==> src/rtl/mem_wb_stage.sv <==
// MEM/WB pipeline register: captures writeback control/data with stall and flush,
// extracts and extends load lanes, selects the writeback value and counts retirements.
module mem_wb_stage #(
    parameter int DW        = 32,
    parameter int RAW       = 5,
    parameter int ZERO_HARD = 1,
    parameter int CNTW      = 32
) (
    input  logic            clk,
    input  logic            res,
    input  logic            iStall,
    input  logic            iFlush,
    input  logic            iValid,
    input  logic            iRegWrite,
    input  logic            iMemtoReg,
    input  logic [RAW-1:0]  iRegDest,
    input  logic [DW-1:0]   iMemAdd,
    input  logic [DW-1:0]   iMemData,
    input  logic [1:0]      iLdSize,
    input  logic            iLdUns,
    input  logic            iCntClr,
    output logic            oValid,
    output logic            oRegWrite,
    output logic [RAW-1:0]  oRegDest,
    output logic [DW-1:0]   oWbData,
    output logic            oMisalign,
    output logic [CNTW-1:0] oRetired
);

    localparam int L  = $clog2(DW / 8);
    localparam int NB = DW / 8;
    localparam int NH = DW / 16;
    localparam int NW = DW / 32;

    logic            valid_reg;
    logic            reg_write_reg;
    logic            mem_to_reg_reg;
    logic [RAW-1:0]  reg_dest_reg;
    logic [DW-1:0]   mem_add_reg;
    logic [DW-1:0]   mem_data_reg;
    logic [1:0]      ld_size_reg;
    logic            ld_uns_reg;
    logic [CNTW-1:0] retired_reg;

    // Flush only kills the valid/write bits; data fields keep their old contents.
    always_ff @(posedge clk or posedge res) begin
        if (res) begin
            valid_reg      <= 1'b0;
            reg_write_reg  <= 1'b0;
            mem_to_reg_reg <= 1'b0;
            reg_dest_reg   <= '0;
            mem_add_reg    <= '0;
            mem_data_reg   <= '0;
            ld_size_reg    <= 2'b00;
            ld_uns_reg     <= 1'b0;
        end else if (iFlush) begin
            valid_reg     <= 1'b0;
            reg_write_reg <= 1'b0;
        end else if (!iStall) begin
            valid_reg      <= iValid;
            reg_write_reg  <= iRegWrite;
            mem_to_reg_reg <= iMemtoReg;
            reg_dest_reg   <= iRegDest;
            mem_add_reg    <= iMemAdd;
            mem_data_reg   <= iMemData;
            ld_size_reg    <= iLdSize;
            ld_uns_reg     <= iLdUns;
        end
    end

    // An entry retires on the edge it leaves the stage, so a stalled entry counts once.
    always_ff @(posedge clk or posedge res) begin
        if (res) begin
            retired_reg <= '0;
        end else if (iCntClr) begin
            retired_reg <= '0;
        end else if (valid_reg && !iStall) begin
            retired_reg <= retired_reg + CNTW'(1);
        end
    end

    logic [7:0]  byte_lane [NB];
    logic [15:0] half_lane [NH];
    logic [31:0] word_lane [NW];

    for (genvar gi = 0; gi < NB; gi++) begin : g_byte
        assign byte_lane[gi] = mem_data_reg[8*gi +: 8];
    end
    for (genvar gi = 0; gi < NH; gi++) begin : g_half
        assign half_lane[gi] = mem_data_reg[16*gi +: 16];
    end
    for (genvar gi = 0; gi < NW; gi++) begin : g_word
        assign word_lane[gi] = mem_data_reg[32*gi +: 32];
    end

    logic [7:0]    byte_sel;
    logic [15:0]   half_sel;
    logic [31:0]   word_sel;
    logic [DW-1:0] byte_ext;
    logic [DW-1:0] half_ext;
    logic [DW-1:0] word_ext;
    logic [DW-1:0] load_val;

    // Low address bits below the access size are ignored: the address rounds down.
    assign byte_sel = byte_lane[mem_add_reg[L-1:0]];
    assign half_sel = half_lane[mem_add_reg[L-1:1]];

    assign byte_ext = {{(DW-8){byte_sel[7] & ~ld_uns_reg}}, byte_sel};
    assign half_ext = {{(DW-16){half_sel[15] & ~ld_uns_reg}}, half_sel};

    if (DW == 64) begin : g_word64
        assign word_sel = word_lane[mem_add_reg[2]];
        assign word_ext = {{(DW-32){word_sel[31] & ~ld_uns_reg}}, word_sel};
    end else begin : g_word32
        assign word_sel = word_lane[0];
        assign word_ext = word_sel;
    end

    always_comb begin
        load_val = mem_data_reg;
        case (ld_size_reg)
            2'b00:   load_val = byte_ext;
            2'b01:   load_val = half_ext;
            2'b10:   load_val = word_ext;
            default: load_val = mem_data_reg;
        endcase
    end

    logic [L-1:0] low_add;
    logic         low_bits_set;

    assign low_add = mem_add_reg[L-1:0];

    always_comb begin
        low_bits_set = 1'b0;
        case (ld_size_reg)
            2'b00:   low_bits_set = 1'b0;
            2'b01:   low_bits_set = low_add[0];
            2'b10:   low_bits_set = |low_add[1:0];
            default: low_bits_set = |low_add;
        endcase
    end

    logic dest_is_hard_zero;

    assign dest_is_hard_zero = (ZERO_HARD != 0) && (reg_dest_reg == '0);

    assign oValid    = valid_reg;
    assign oRegWrite = valid_reg && reg_write_reg && !dest_is_hard_zero;
    assign oRegDest  = reg_dest_reg;
    assign oWbData   = mem_to_reg_reg ? load_val : mem_add_reg;
    assign oMisalign = valid_reg && mem_to_reg_reg && low_bits_set;
    assign oRetired  = retired_reg;

endmodule

==> config.mk <==
export PLATFORM = sky130hd
export DESIGN_NAME = mem_wb_stage
export DESIGN_NICKNAME = d
export VERILOG_FILES = /design/src/rtl/mem_wb_stage.sv
export SDC_FILE = /design/constraint.sdc
export NUM_CORES = 1
export LEC_CHECK = 0
export BUFFER_PORTS_ARGS = -buffer_cell sky130_fd_sc_hd__buf_4
export CAP_MARGIN = 5
export CORE_MARGIN = 1.5
export CORE_UTILIZATION = 30
export DETAILED_ROUTE_END_ITERATION = 6
export PLACE_DENSITY = 0.53
export RECOVER_POWER = 50
export SLEW_MARGIN = 25
export SYNTH_ARGS = -nofsm -noshare
export SYNTH_HDL_FRONTEND = slang
export SYNTH_SLANG_ARGS = --single-unit
==> constraint.sdc <==
create_clock -name clk -period 4.8 [get_ports clk]
set_input_delay 1.2 -clock clk [delete_from_list [all_inputs] [get_ports clk]]
set_output_delay 1.2 -clock clk [all_outputs]
set_load 0.02 [all_outputs]
=== After elaboration in Yosys (flattened, before gate mapping) ===
Index checks and enable logic that the tools add are counted.

* Output and inout port bits: 72
* Flip-flop bits (word level): 107
* Logic and storage cells: 48
* Input bits: 80

* Add/sub/neg operators: 1
* Equality and inequality tests: 2
* Muxes and demuxes: 15
* Order comparisons: 2
* Bitwise operators: 7
* Reduce and logical (&&, ||, !) cells: 12

{| class="wikitable"
|+ Operator list
! kind !! number
|-
| 2-to-1 mux 32 bit || 3
|-
| one-hot mux 32 bit (2 select lines) || 1
|-
| 2-to-1 mux 16 bit || 3
|-
| adder 32 x 1 -> 32 bit (second input constant) || 1
|-
| binary-select mux 8 bit (select 2 bit) || 1
|-
| 2-to-1 mux 8 bit || 2
|-
| logical AND 1 bit || 5
|-
| zero test 5 bit || 1
|-
| 2-to-1 mux 1 bit || 4
|-
| >= comparator 3 bit (second input constant) || 1
|-
| NOT 1 bit || 3
|-
| NOT 2 -> 3 bit || 1
|-
| bitwise AND 1 bit || 2
|-
| == test 2 x 1 -> 1 bit (second input constant) || 1
|-
| >= comparator 2 bit (second input constant) || 1
|-
| zero test 1 bit || 2
|-
| zero test 2 bit || 1
|-
| != test 2 x 1 -> 1 bit (second input constant) || 1
|-
| NOT 1 -> 2 bit || 1
|-
| one-hot mux 1 bit (2 select lines) || 1
|-
| AND reduction 2 bit || 1
|-
| nonzero test 2 bit || 1
|-
| OR reduction 2 bit || 1
|}

=== Depth between registers and ports, before layout ===
Gate-level depths: netlist of run 1.

* Depth after elaboration: 7
* Depth in mapped cells: 6

=== Worst setup path after synthesis of run 1 ===
OpenSTA, ideal clock, no wires.

* Path type: reg-to-output
* Start: register mem_add_reg[1]
* End: output oWbData[21]
* Data required time: 3.600 ns
* Arrival time: 1.875 ns
* Stages on the path, launching flop included: 7
* Slack: 1.725 ns
* Path through: dfrtp_1 clkbuf_1 mux2_2 a2bb2oi_1 o31a_1 clkbuf_1 a21oi_1

* Cells in the longest elaborated chain, start to end: 7
* Elaborated cells on any way between the ends: 12
* Those cells by class: mux: 8; bitwise: 4

{| class="wikitable"
|+ RTL lines
! item !! line !! source
|-
| start, declared || 39 || <nowiki>logic [DW-1:0] mem_add_reg;</nowiki>
|-
| start signal, assigned || 64 || <nowiki>mem_add_reg <= iMemAdd;</nowiki>
|-
| NOT 2 -> 3 bit (not written as such) / NOT 1 -> 2 bit (equally long branches) || 105, 106 ||
|-
| binary-select mux 8 bit (select 2 bit) / 2-to-1 mux 16 bit (equally long branches) || 105, 106 ||
|-
| 2-to-1 mux 8 bit (not written as such) / 2-to-1 mux 16 bit (equally long branches) (2 in a row) || 105, 106 ||
|-
| bitwise AND 1 bit, on equally long branches || 108, 109 ||
|-
| one-hot mux 32 bit (2 select lines) (*) || 121 || <nowiki>case (ld_size_reg)</nowiki>
|-
| 2-to-1 mux 32 bit (*) || 151 || <nowiki>assign oWbData = mem_to_reg_reg ? load_val : mem_add_reg;</nowiki>
|-
| end, declared || 25 || <nowiki>output logic [DW-1:0] oWbData,</nowiki>
|}

Mark *: on every way between the ends. The rest lies on a longest branch, timed or not. The select of a mux whose other input is x is not followed.

=== Final worst setup path of run 1 ===
* Start: register mem_add_reg[1]
* End: output oWbData[26]

The elaborated chain is that of the path after synthesis.

==> impl_metrics.py, run 1 <==
metrics = {
    "global_routing": {
        "grt_pass1_wl_microns": 24000,
        "gr-total-overflow": 0,
        "antenna_found_initial": 0,
        "groute.usage.overall_pct": 16.77,
        "grt_max_degree": 78,
        "grt_pass1_vias": 4423,
    },
    "timing": {
        "worst_pin_slew_ns": 2.932,
        "hold_viol_final": 0,
        "fin_crit_sh_pct": 83.09,
        "setup_violations": 0,
        "min_period_ns": 3.988,
        "fin_skew_ns": 0.006988,
        "rsz0062_at_grt": "false",
        "relSlewSlack_pct": -96.53,
        "fin_tns_setup_ns": 0,
        "slew_violations": 142,
        "timing.fmax_mhz": 250.7,
    },
    "yosys": {
        "synth.area.top_cells": "dfrtp_1 50%, mux2_2 16%, a21oi_1 4.9%",
        "synth_most_common_cell": "dfrtp_1",
        "yosysTopAreaCell": "dfrtp_1",
        "synth_edf_count": 0,
        "synth_cell_types": 45,
        "synth-async-reset-ratio_pct": 100.0,
        "synthCells": 507,
        "syn_avg_cell_area_sq_um": 10.56,
        "synth_ff_type": "dfrtp_1",
        "synth_common_cells": "107 x dfrtp_1, 78 x mux2_2, 52 x a21oi_1",
        "yosys_warnings": 0,
        "syn-cell-area_sq_um": 5353,
        "synth_top_area_share_pct": 50.02,
        "ys_seq_area_share_pct": 50.02,
        "synth-seq-cells": 107,
        "synth_nets": 588,
    },
    "final_layout": {
        "final_area_sq_um": 6959,
        "diodes": 0,
        "synthToLayoutAreaGrowth_pct": 30.01,
        "drive_above_1_share_pct": 38.98,
        "nNetsFinal": 720,
    },
    "worst_setup_path": {
        "cp-startpoint": "mem_add_reg[1]$_DFFE_PP0P_",
        "cp.buffers_inverters": 1,
        "crit_chain": "mux2i_1 -> a2bb2oi_1 -> o31a_1 -> a21oi_1 -> buf_4",
        "timing.rr.start": "oRetired[1]$_DFFE_PP0P_",
        "arrival_ns": 2.79,
        "critPathTopFamily": "compound AO/OA/AOI/OAI gates",
        "crit_path_top_delay_cell": "dfrtp_1",
        "startpoint_type": "flip-flop",
        "cp_max_fo": 19,
        "crit_path_end_kind": "primary output",
        "worstSetupPathType": "flip-flop to primary output",
        "worst_path_largest_cell_delay_ns": 0.81,
        "required_ns": 3.60,
        "reg2reg_slack_ns": 2.37,
    },
    "job": {
        "cap_violations": 2,
    },
    "status": {
        "status": "finished with violations",
        "failed_checks": "capacitance limit, slew limit",
    },
    "cts": {
        "root_buffer": "clkbuf_16",
        "cts_buffer_depth": 2,
        "cts_buffers": 9,
        "cts-resized-gates": 0,
        "cts_max_level": 3,
        "clk_pin_slew_ns": 0.07,
        "hold_buffers": 0,
        "cts_num_sinks": 107,
        "cts_tree": "built",
        "cts_setup_buffers": 0,
        "clock_latency_ns": 0.35,
    },
    "floorplan": {
        "start_util_pct": 30.84,
        "core_sq_um": 17360,
        "rows": 48,
        "die_area_sq_um": 18650,
        "num_io_pins": 152,
        "fp.dieW_microns": 136.6,
        "die_h_microns": 136.6,
    },
    "drt": {
        "wl_microns": 15380,
        "routed_via_density": 5.177,
        "route.detailed.drc": 0,
        "ant_nets": 0,
        "dr.pass1.iters": 5,
        "drt-initial-drc-count": 182,
        "vias": 4499,
        "routedWlPerCell_microns": 17.70,
    },
    "placed_design": {
        "hpwl_microns": 11140,
        "port_buffers": 151,
        "placed_cell_area_sq_um": 6689,
        "place_congestion": 0.7890,
    },
    "worst_hold_path": {
        "min_path_type": "flip-flop to flip-flop",
        "hold_start": "mem_add_reg[21]$_DFFE_PP0P_",
    },
    "power": {
        "vdd_drop_max_mv": 0.1702,
        "leakage_nw": 2.974,
        "p_per_area_nw_per_um2": 355.4,
    },
}
[cells in the final DEF (no fill, tap or decap), types with 2 or more instances in the layout]
| cell | count |
|---|---|
| mux2i_1 | 4 |
| and3_1 | 2 |
| nor2b_1 | 6 |
| inv_1 | 7 |
| a21oi_1 | 52 |
| and4_1 | 4 |
| xnor2_1 | 3 |
| mux2_2 | 78 |
| and2_1 | 2 |
| clkinvlp_4 | 2 |
| o21ai_0 | 26 |
| a222oi_1 | 5 |
| clkbuf_1 | 2 |
| nand2_1 | 40 |
| o2bb2ai_1 | 6 |
| buf_4 | 151 |
| clkbuf_16 | 9 |
| xor2_1 | 5 |
| a2bb2oi_1 | 2 |
| dfrtp_1 | 107 |
| nor2_1 | 38 |
| o31ai_1 | 11 |
| nand4_1 | 9 |
| or4_1 | 13 |
| nand3b_1 | 2 |
| o31a_1 | 2 |
| nor4_1 | 3 |
| a21o_1 | 3 |
| o221ai_1 | 2 |
| nand2b_1 | 3 |
| nor3_1 | 2 |
| nand3_1 | 8 |
| nand4b_1 | 2 |
| or3_1 | 12 |
[where the power goes]
| group | internal [mW] | total (mW) | leakage, nW | switching [mW] |
|---|---|---|---|---|
| Sequential | 0.992 | 1.10 | 1.33 | 0.104 |
| Clock | 0.424 | 0.783 | 0.147 | 0.359 |
| Combinational | 0.292 | 0.594 | 1.49 | 0.302 |
[worst paths after layout]
check | endpoint | cells after the start
max in group asynchronous | oRetired[11]$_DFFE_PP0P_ | 3
setup reg to reg | oRetired[30]$_DFFE_PP0P_ | 5
hold / removal | mem_add_reg[21]$_DFFE_PP0P_ | 1
hold reg to reg | mem_add_reg[21]$_DFFE_PP0P_ | 1
setup / recovery | oWbData[26] | 5
min in group asynchronous | oRetired[17]$_DFFE_PP0P_ | 2
[metrics by stage]
step | hold slack (ns) | util (%) | total power [mW] | worst slack, ns | cells
3_5_place_dp | 0.4971 | 38.54 | 1.712 | 1.209 | 853
4_1_cts | 0.5140 | 40.32 | 2.511 | 0.8136 | 869
5_1_grt | 0.5325 | 40.10 | 2.601 | 0.6422 | 869
3_3_place_gp | 0.4902 | 38.54 | 1.699 | 1.360 | 853
6_report | 0.5114 | 40.10 | 2.473 | 0.8116 | 869
2_1_floorplan | 0.4796 | - | 1.446 | 0.7828 | 507
[cells by family (layout without fill, tap and decap cells)]
| family | count (synthesis) | after routing | synth area share [%] |
|---|---|---|---|
| simple gates | 150 | 150 | 14.61 |
| fa+ha+maj | 1 | 1 | 0.2337 |
| mux | 83 | 83 | 17.58 |
| compound gates | 116 | 116 | 13.23 |
| xor+xnor | 8 | 8 | 1.309 |
| buf+inv | 42 | 179 | 3.015 |
| flops | 107 | 107 | 50.02 |
[layout make-up]
cell class / instances / area, sq um
repair buffers: 155 / 1154
clock inverters: 6 / 70.07
inverters: 8 / 31.28
multi-input cells: 358 / 2506
fillers: 1705 / 10400
clock buffers: 10 / 239.0
flip-flops and latches: 107 / 2678
well taps: 225 / 281.5
[layer usage]
layer | vias up | global-route usage (%) | share of wire (%)
met2 | 147 | 28.70 | 50
met5 | - | 0 | 0
li1 | 2131 | - | -
met1 | 2209 | 20.56 | 41
met3 | 12 | 5.333 | 7.8
met4 | 0 | 3.783 | 1.0
Note: power is estimated with default switching activity, not from simulation.
==> run 2, diff against run 1 <==
clock period = 3.8 ns   (was 4.8 ns; I/O delays follow)
==> run 2 against run 1 <==
  * The run still ends with capacitance limit, slew limit left
  * Worst hold slack worse by 0.0013 ns
  * Design area barely moved
  * Via count down 1.6%
  * Combinational power is 29% higher
  * Flip-flop and latch count is the same
  * Cell count stayed put
  * First-iteration DRC count is 43% higher
  * Non-clock buffer count up 2
  * Critical endpoint unchanged
  * Largest cell class unchanged
==> impl_metrics.py, run 2 (synthesis gave the netlist of run 1 again) <==
metrics = {
    "worst_hold_path": {
        "min_path_type": "flip-flop to flip-flop",
        "hold_depth": 1,
    },
    "worst_setup_path": {
        "crit_chain": "nor3_1 -> a2bb2oi_1 -> o31a_1 -> a21oi_1 -> buf_4",
        "worstSetupPathType": "flip-flop to primary output",
        "critPathTopFamily": "compound AO/OA/AOI/OAI gates",
        "cp.depth": 5,
        "startpoint_type": "flip-flop",
        "cp.buffers_inverters": 1,
        "crit_path_end_kind": "primary output",
        "ff2ff_path_depth": 5,
        "cp_max_fo": 17,
        "crit_path_top_delay_cell": "dfrtp_1",
        "arrival_ns": 2.41,
        "worst_path_largest_cell_delay_ns": 0.71,
        "required_ns": 2.85,
    },
    "power": {
        "p_per_area_nw_per_um2": 441.1,
        "leakage_nw": 2.985,
        "clockPowerShare_pct": 30.4,
        "p_int_mw": 2.152,
        "p_comb_share_pct": 25.0,
        "p_switching_uw": 919.8,
        "vdd_drop_max_mv": 0.2639,
        "sequentialPowerShare_pct": 44.6,
        "switching_share_pct": 29.95,
    },
    "final_layout": {
        "final_common_cell": "buf_4",
        "nFillCells": 1764,
        "drive_above_1_share_pct": 38.66,
        "diodes": 0,
        "mostFrequentLayoutCells": "153 x buf_4, 107 x dfrtp_1, 78 x mux2_2, 52 x a21oi_1, 40 x nand2_1",
        "final_cells": 869,
        "nNetsFinal": 722,
        "utilization_pct": 40.12,
        "final_area_sq_um": 6964,
        "synthToLayoutAreaGrowth_pct": 30.11,
    },
    "placed_design": {
        "placed_cells": 855,
        "hpwl_microns": 10940,
        "placed_cell_area_sq_um": 6716,
        "place_congestion": 0.7864,
        "place_ws_ns": 0.8617,
        "port_buffers": 151,
    },
    "drt": {
        "route.detailed.drc": 0,
        "routed_via_density": 5.094,
        "ant_nets": 0,
        "wl_microns": 15100,
        "routedWlPerCell_microns": 17.38,
        "drt-initial-drc-count": 260,
        "vias": 4427,
        "dr.pass1.iters": 5,
    },
    "floorplan": {
        "rows": 48,
        "start_util_pct": 30.84,
        "fp.dieW_microns": 136.6,
        "core_sq_um": 17360,
        "num_io_pins": 152,
        "die_area_sq_um": 18650,
        "die_h_microns": 136.6,
    },
    "timing": {
        "relSlewSlack_pct": -54.42,
        "min_period_ns": 3.356,
        "fin_crit_sh_pct": 88.30,
        "final.setup.worst_slack_ns": 0.4445,
        "hold_viol_final": 0,
        "setup_violations": 0,
        "fin_tns_setup_ns": 0,
        "worst_pin_slew_ns": 2.314,
        "timing.fmax_mhz": 298.0,
        "fin_skew_ns": 0.008136,
        "rsz0062_at_grt": "false",
        "slew_violations": 136,
    },
    "cts": {
        "cts_buffer_depth": 2,
        "hold_buffers": 0,
        "cts_setup_buffers": 0,
        "cts-resized-gates": 0,
        "cts_buffers": 9,
        "cts_num_sinks": 107,
        "cts_max_level": 3,
        "clock_latency_ns": 0.35,
        "clk_pin_slew_ns": 0.07,
        "cts_tree": "built",
        "root_buffer": "clkbuf_16",
    },
    "status": {
        "status": "finished with violations",
        "failed_checks": "capacitance limit, slew limit",
    },
    "job": {
        "cap_violations": 2,
    },
    "global_routing": {
        "grt_pass1_vias": 4470,
        "groute.usage.overall_pct": 16.64,
        "antenna_found_initial": 0,
        "grt_max_degree": 78,
        "gr-total-overflow": 0,
        "grt_pass1_wl_microns": 23730,
    },
}
-- run 2: final timing paths --
| kind | slack, ns | from | to |
|---|---|---|---|
| hold / removal | 0.51 | mem_add_reg[19]$_DFFE_PP0P_ | mem_add_reg[19]$_DFFE_PP0P_ |
| setup reg to reg | 1.42 | oRetired[0]$_DFFE_PP0P_ | oRetired[24]$_DFFE_PP0P_ |
| setup / recovery | 0.44 | ld_size_reg[0]$_DFFE_PP0P_ | oWbData[26] |
| hold reg to reg | 0.51 | mem_add_reg[19]$_DFFE_PP0P_ | mem_add_reg[19]$_DFFE_PP0P_ |
| max in group asynchronous | 1.06 | res | mem_add_reg[1]$_DFFE_PP0P_ |
| min in group asynchronous | 1.39 | res | oRetired[17]$_DFFE_PP0P_ |
-- run 2: power groups by stage --
stage / sequential [mW] / clock [mW] / combinational (mW)
global route: 1.39 / 1.02 / 0.832
global placement: 1.39 / 0 / 0.766
floorplan: 1.34 / 0 / 0.488
finish: 1.37 / 0.935 / 0.767
detailed placement: 1.40 / 0 / 0.771
CTS: 1.37 / 0.970 / 0.775
-- run 2: layout make-up --
type	count	area, sq um	share of cell area (%)
multi-input combinational	358	2506	35.99
inverter	8	30.03	0.4312
clock buffer	12	246.5	3.539
timing repair buffer	157	1185	17.01
clock inverter	2	37.54	0.5390
sequential	107	2678	38.45
tap	225	281.5	4.042
-- run 2: per-layer routing --
metal  GRT usage (%)  part of all wire (%)  up-vias
li1                -                     -     2121
met1           19.65                    41     2168
met2           28.50                    50      124
met3           6.000                   7.7       14
met4           4.492                   1.1        0
met5               0                     0        -
-- run 2: stage by stage --
step                      hold WS [ns]  total power [mW]
after floorplan                 0.4796             1.827
after global placement          0.4905             2.158
after detailed placement        0.4973             2.166
after CTS                       0.5137             3.118
after global routing            0.5311             3.238
final                           0.5101             3.072
==> run 3, diff against run 2 <==
ABC_AREA = 1   (was unset)
PLACE_DENSITY = 0.52   (was 0.53)
clock period = 3.95 ns   (was 3.8 ns; I/O delays follow)
==> run 3 against run 2 <==
  * Non-clock buffer count up 1
  * The run still ends with capacitance limit, slew limit left
  * First-iteration DRC count rose by 29%
  * Clock-buffer cell count down 3
==> impl_metrics.py, run 3 <==
metrics = {
    "status": {
        "status": "finished with violations",
        "failed_checks": "capacitance limit, slew limit",
    },
    "worst_setup_path": {
        "startpoint_type": "flip-flop",
        "cp.buffers_inverters": 2,
        "critPathTopFamily": "compound AO/OA/AOI/OAI gates",
        "crit_path_top_delay_cell": "o21ai_4",
        "worst_path_largest_cell_delay_ns": 0.48,
        "worstSetupPathType": "flip-flop to primary output",
        "cp_max_fo": 27,
        "arrival_ns": 2.28,
        "crit_path_end_kind": "primary output",
        "crit_chain": "buf_4 -> nor2_1 -> nand3_1 -> nand2_4 -> o21ai_4 -> a21oi_1 -> buf_4",
        "crit_top_cell": "buf_4",
        "required_ns": 2.96,
    },
    "timing": {
        "hold_viol_final": 0,
        "min_period_ns": 3.263,
        "fin_skew_ns": 0.008415,
        "relSlewSlack_pct": -68.86,
        "rsz0062_at_grt": "false",
        "final.setup.worst_slack_ns": 0.6875,
        "fin_tns_setup_ns": 0,
        "worst_pin_slew_ns": 2.533,
        "slew_violations": 208,
        "timing.fmax_mhz": 306.5,
        "fin_crit_sh_pct": 82.60,
        "worst_hold_slack_ns": 0.4671,
        "setup_violations": 0,
    },
    "floorplan": {
        "rows": 50,
        "die_area_sq_um": 20000,
        "core_sq_um": 18770,
        "num_io_pins": 152,
        "start_util_pct": 30.63,
        "die_h_microns": 141.4,
        "fp.dieW_microns": 141.4,
    },
    "placed_design": {
        "place_congestion": 0.8661,
        "placed_cells": 1172,
        "port_buffers": 151,
        "placed_cell_area_sq_um": 7097,
        "hpwl_microns": 13000,
        "place_ws_ns": 1.065,
    },
    "power": {
        "fin_total_pwr_mw": 2.980,
        "p_switching_uw": 958.6,
        "leakage_nw": 3.641,
        "clockPowerShare_pct": 33.6,
        "p_comb_share_pct": 23.9,
        "sequentialPowerShare_pct": 42.4,
        "p_per_area_nw_per_um2": 407.5,
        "vdd_drop_max_mv": 0.1952,
        "switching_share_pct": 32.17,
        "p_int_mw": 2.022,
    },
    "final_layout": {
        "final_area_sq_um": 7313,
        "final_common_cell": "nand2_1",
        "nNetsFinal": 1030,
        "mostFrequentLayoutCells": "291 x nand2_1, 133 x buf_4, 107 x dfrtp_1, 93 x nor2_1, 83 x inv_1",
        "diodes": 0,
        "utilization_pct": 38.97,
        "final_cells": 1188,
        "drive_above_1_share_pct": 18.24,
        "synthToLayoutAreaGrowth_pct": 27.20,
    },
    "yosys": {
        "synth-simple-area-share_pct": 31.14,
        "synth_mux_area_share_pct": 0,
        "yosys.area_share.xor_xnor_pct": 0,
        "synth_top_area_share_pct": 46.57,
        "synth_edf_count": 0,
        "synth_top_family_by_area": "simple AND/OR/NAND/NOR gates",
        "synth-async-reset-ratio_pct": 100.0,
        "ys_seq_area_share_pct": 46.57,
        "synth.area.top_cells": "dfrtp_1 47%, nand2_1 19%, nor2_1 6.0%",
        "yosys_warnings": 0,
        "synth_common_cells": "291 x nand2_1, 107 x dfrtp_1, 92 x nor2_1",
        "synthCells": 812,
        "synth_compound_area_share_pct": 13.62,
        "synth_nets": 893,
        "synth_cell_types": 36,
        "syn_avg_cell_area_sq_um": 7.080,
        "syn-cell-area_sq_um": 5749,
        "synthAdderAreaFrac_pct": 0.2176,
        "synth_most_common_cell": "nand2_1",
        "yosysTopAreaCell": "dfrtp_1",
        "synth_ff_type": "dfrtp_1",
        "synth-seq-cells": 107,
    },
    "cts": {
        "clk_pin_slew_ns": 0.08,
        "root_buffer": "clkbuf_16",
        "cts_num_sinks": 107,
        "cts_max_level": 3,
        "clock_latency_ns": 0.36,
        "cts_setup_buffers": 0,
        "cts_buffers": 9,
        "cts-resized-gates": 0,
        "cts_tree": "built",
        "cts_buffer_depth": 2,
        "hold_buffers": 0,
    },
    "global_routing": {
        "grt_pass1_vias": 5386,
        "groute.usage.overall_pct": 18.33,
        "gr-total-overflow": 0,
        "grt_pass1_wl_microns": 28310,
        "antenna_found_initial": 0,
        "grt_max_degree": 108,
    },
    "drt": {
        "route.detailed.drc": 0,
        "ant_nets": 0,
        "dr.pass1.iters": 5,
        "routed_via_density": 4.671,
        "routedWlPerCell_microns": 15.08,
        "vias": 5549,
        "drt-initial-drc-count": 335,
        "wl_microns": 17910,
    },
    "job": {
        "cap_violations": 2,
    },
    "worst_hold_path": {
        "min_path_type": "flip-flop to flip-flop",
    },
}
-- run 3: changes by cell type after synthesis, moves of 29 or more --
cell,change
nand3_1,+29
nand2_1,+251
nor2_1,+53
inv_1,+77
mux2_2,-78
o21ai_0,+37
-- run 3: worst paths after layout --
| path | start | endpoint | slack (ns) | cells past startpoint |
|---|---|---|---|---|
| max in group asynchronous | res | oRetired[23]$_DFFE_PP0P_ | 0.86 | 3 |
| max reg2reg | oValid$_DFFE_PP0P_ | oRetired[29]$_DFFE_PP0P_ | 1.78 | 7 |
| min in group asynchronous | res | oRetired[19]$_DFFE_PP0P_ | 1.47 | 3 |
| max | ld_size_reg[1]$_DFFE_PP0P_ | oWbData[31] | 0.69 | 7 |
| min | mem_add_reg[9]$_DFFE_PP0P_ | mem_add_reg[9]$_DFFE_PP0P_ | 0.47 | 2 |
| min reg2reg | mem_add_reg[9]$_DFFE_PP0P_ | mem_add_reg[9]$_DFFE_PP0P_ | 0.47 | 2 |
-- run 3: power groups by stage --
stage	sequential [mW]	combinational, mW	clock (mW)
floorplan	1.26	0.437	0
global placement	1.29	0.728	0
detailed placement	1.29	0.730	0
CTS	1.27	0.732	1.04
global route	1.28	0.791	1.09
finish	1.26	0.713	1.00
-- run 3: layout make-up --
| cell class | count | area, sq um |
|---|---|---|
| inverter | 89 | 335.3 |
| sequential | 107 | 2678 |
| tap | 234 | 292.8 |
| clock buffer | 9 | 225.2 |
| clock inverter | 7 | 98.84 |
| multi-input combinational | 584 | 2589 |
| fill | 2058 | 11450 |
| timing repair buffer | 158 | 1095 |
-- run 3: layer usage --
metal  vias up  wire (microns)  track usage, %
met5         -               0               0
met4         0             290           5.643
met3        15             976           4.320
met2       135            8171           29.33
met1      2553            8476           24.62
li1       2846               -               -
-- run 3: cells by family after synthesis --
family                     Yosys count
adders and majority gates            1
DFF                                107
buffers and inverters              121
AOI/OAI and AO/OA                  139
and+or+nand+nor                    444
-- run 3: worst reg2reg max path, delay by kind of cell, from the launching register on --
kind	cells	cell delay, ns
buffers and inverters	1	0.11
flip-flops	1	0.39
AND/OR/NAND/NOR	5	1.39
AO/OA/AOI/OAI	1	0.18
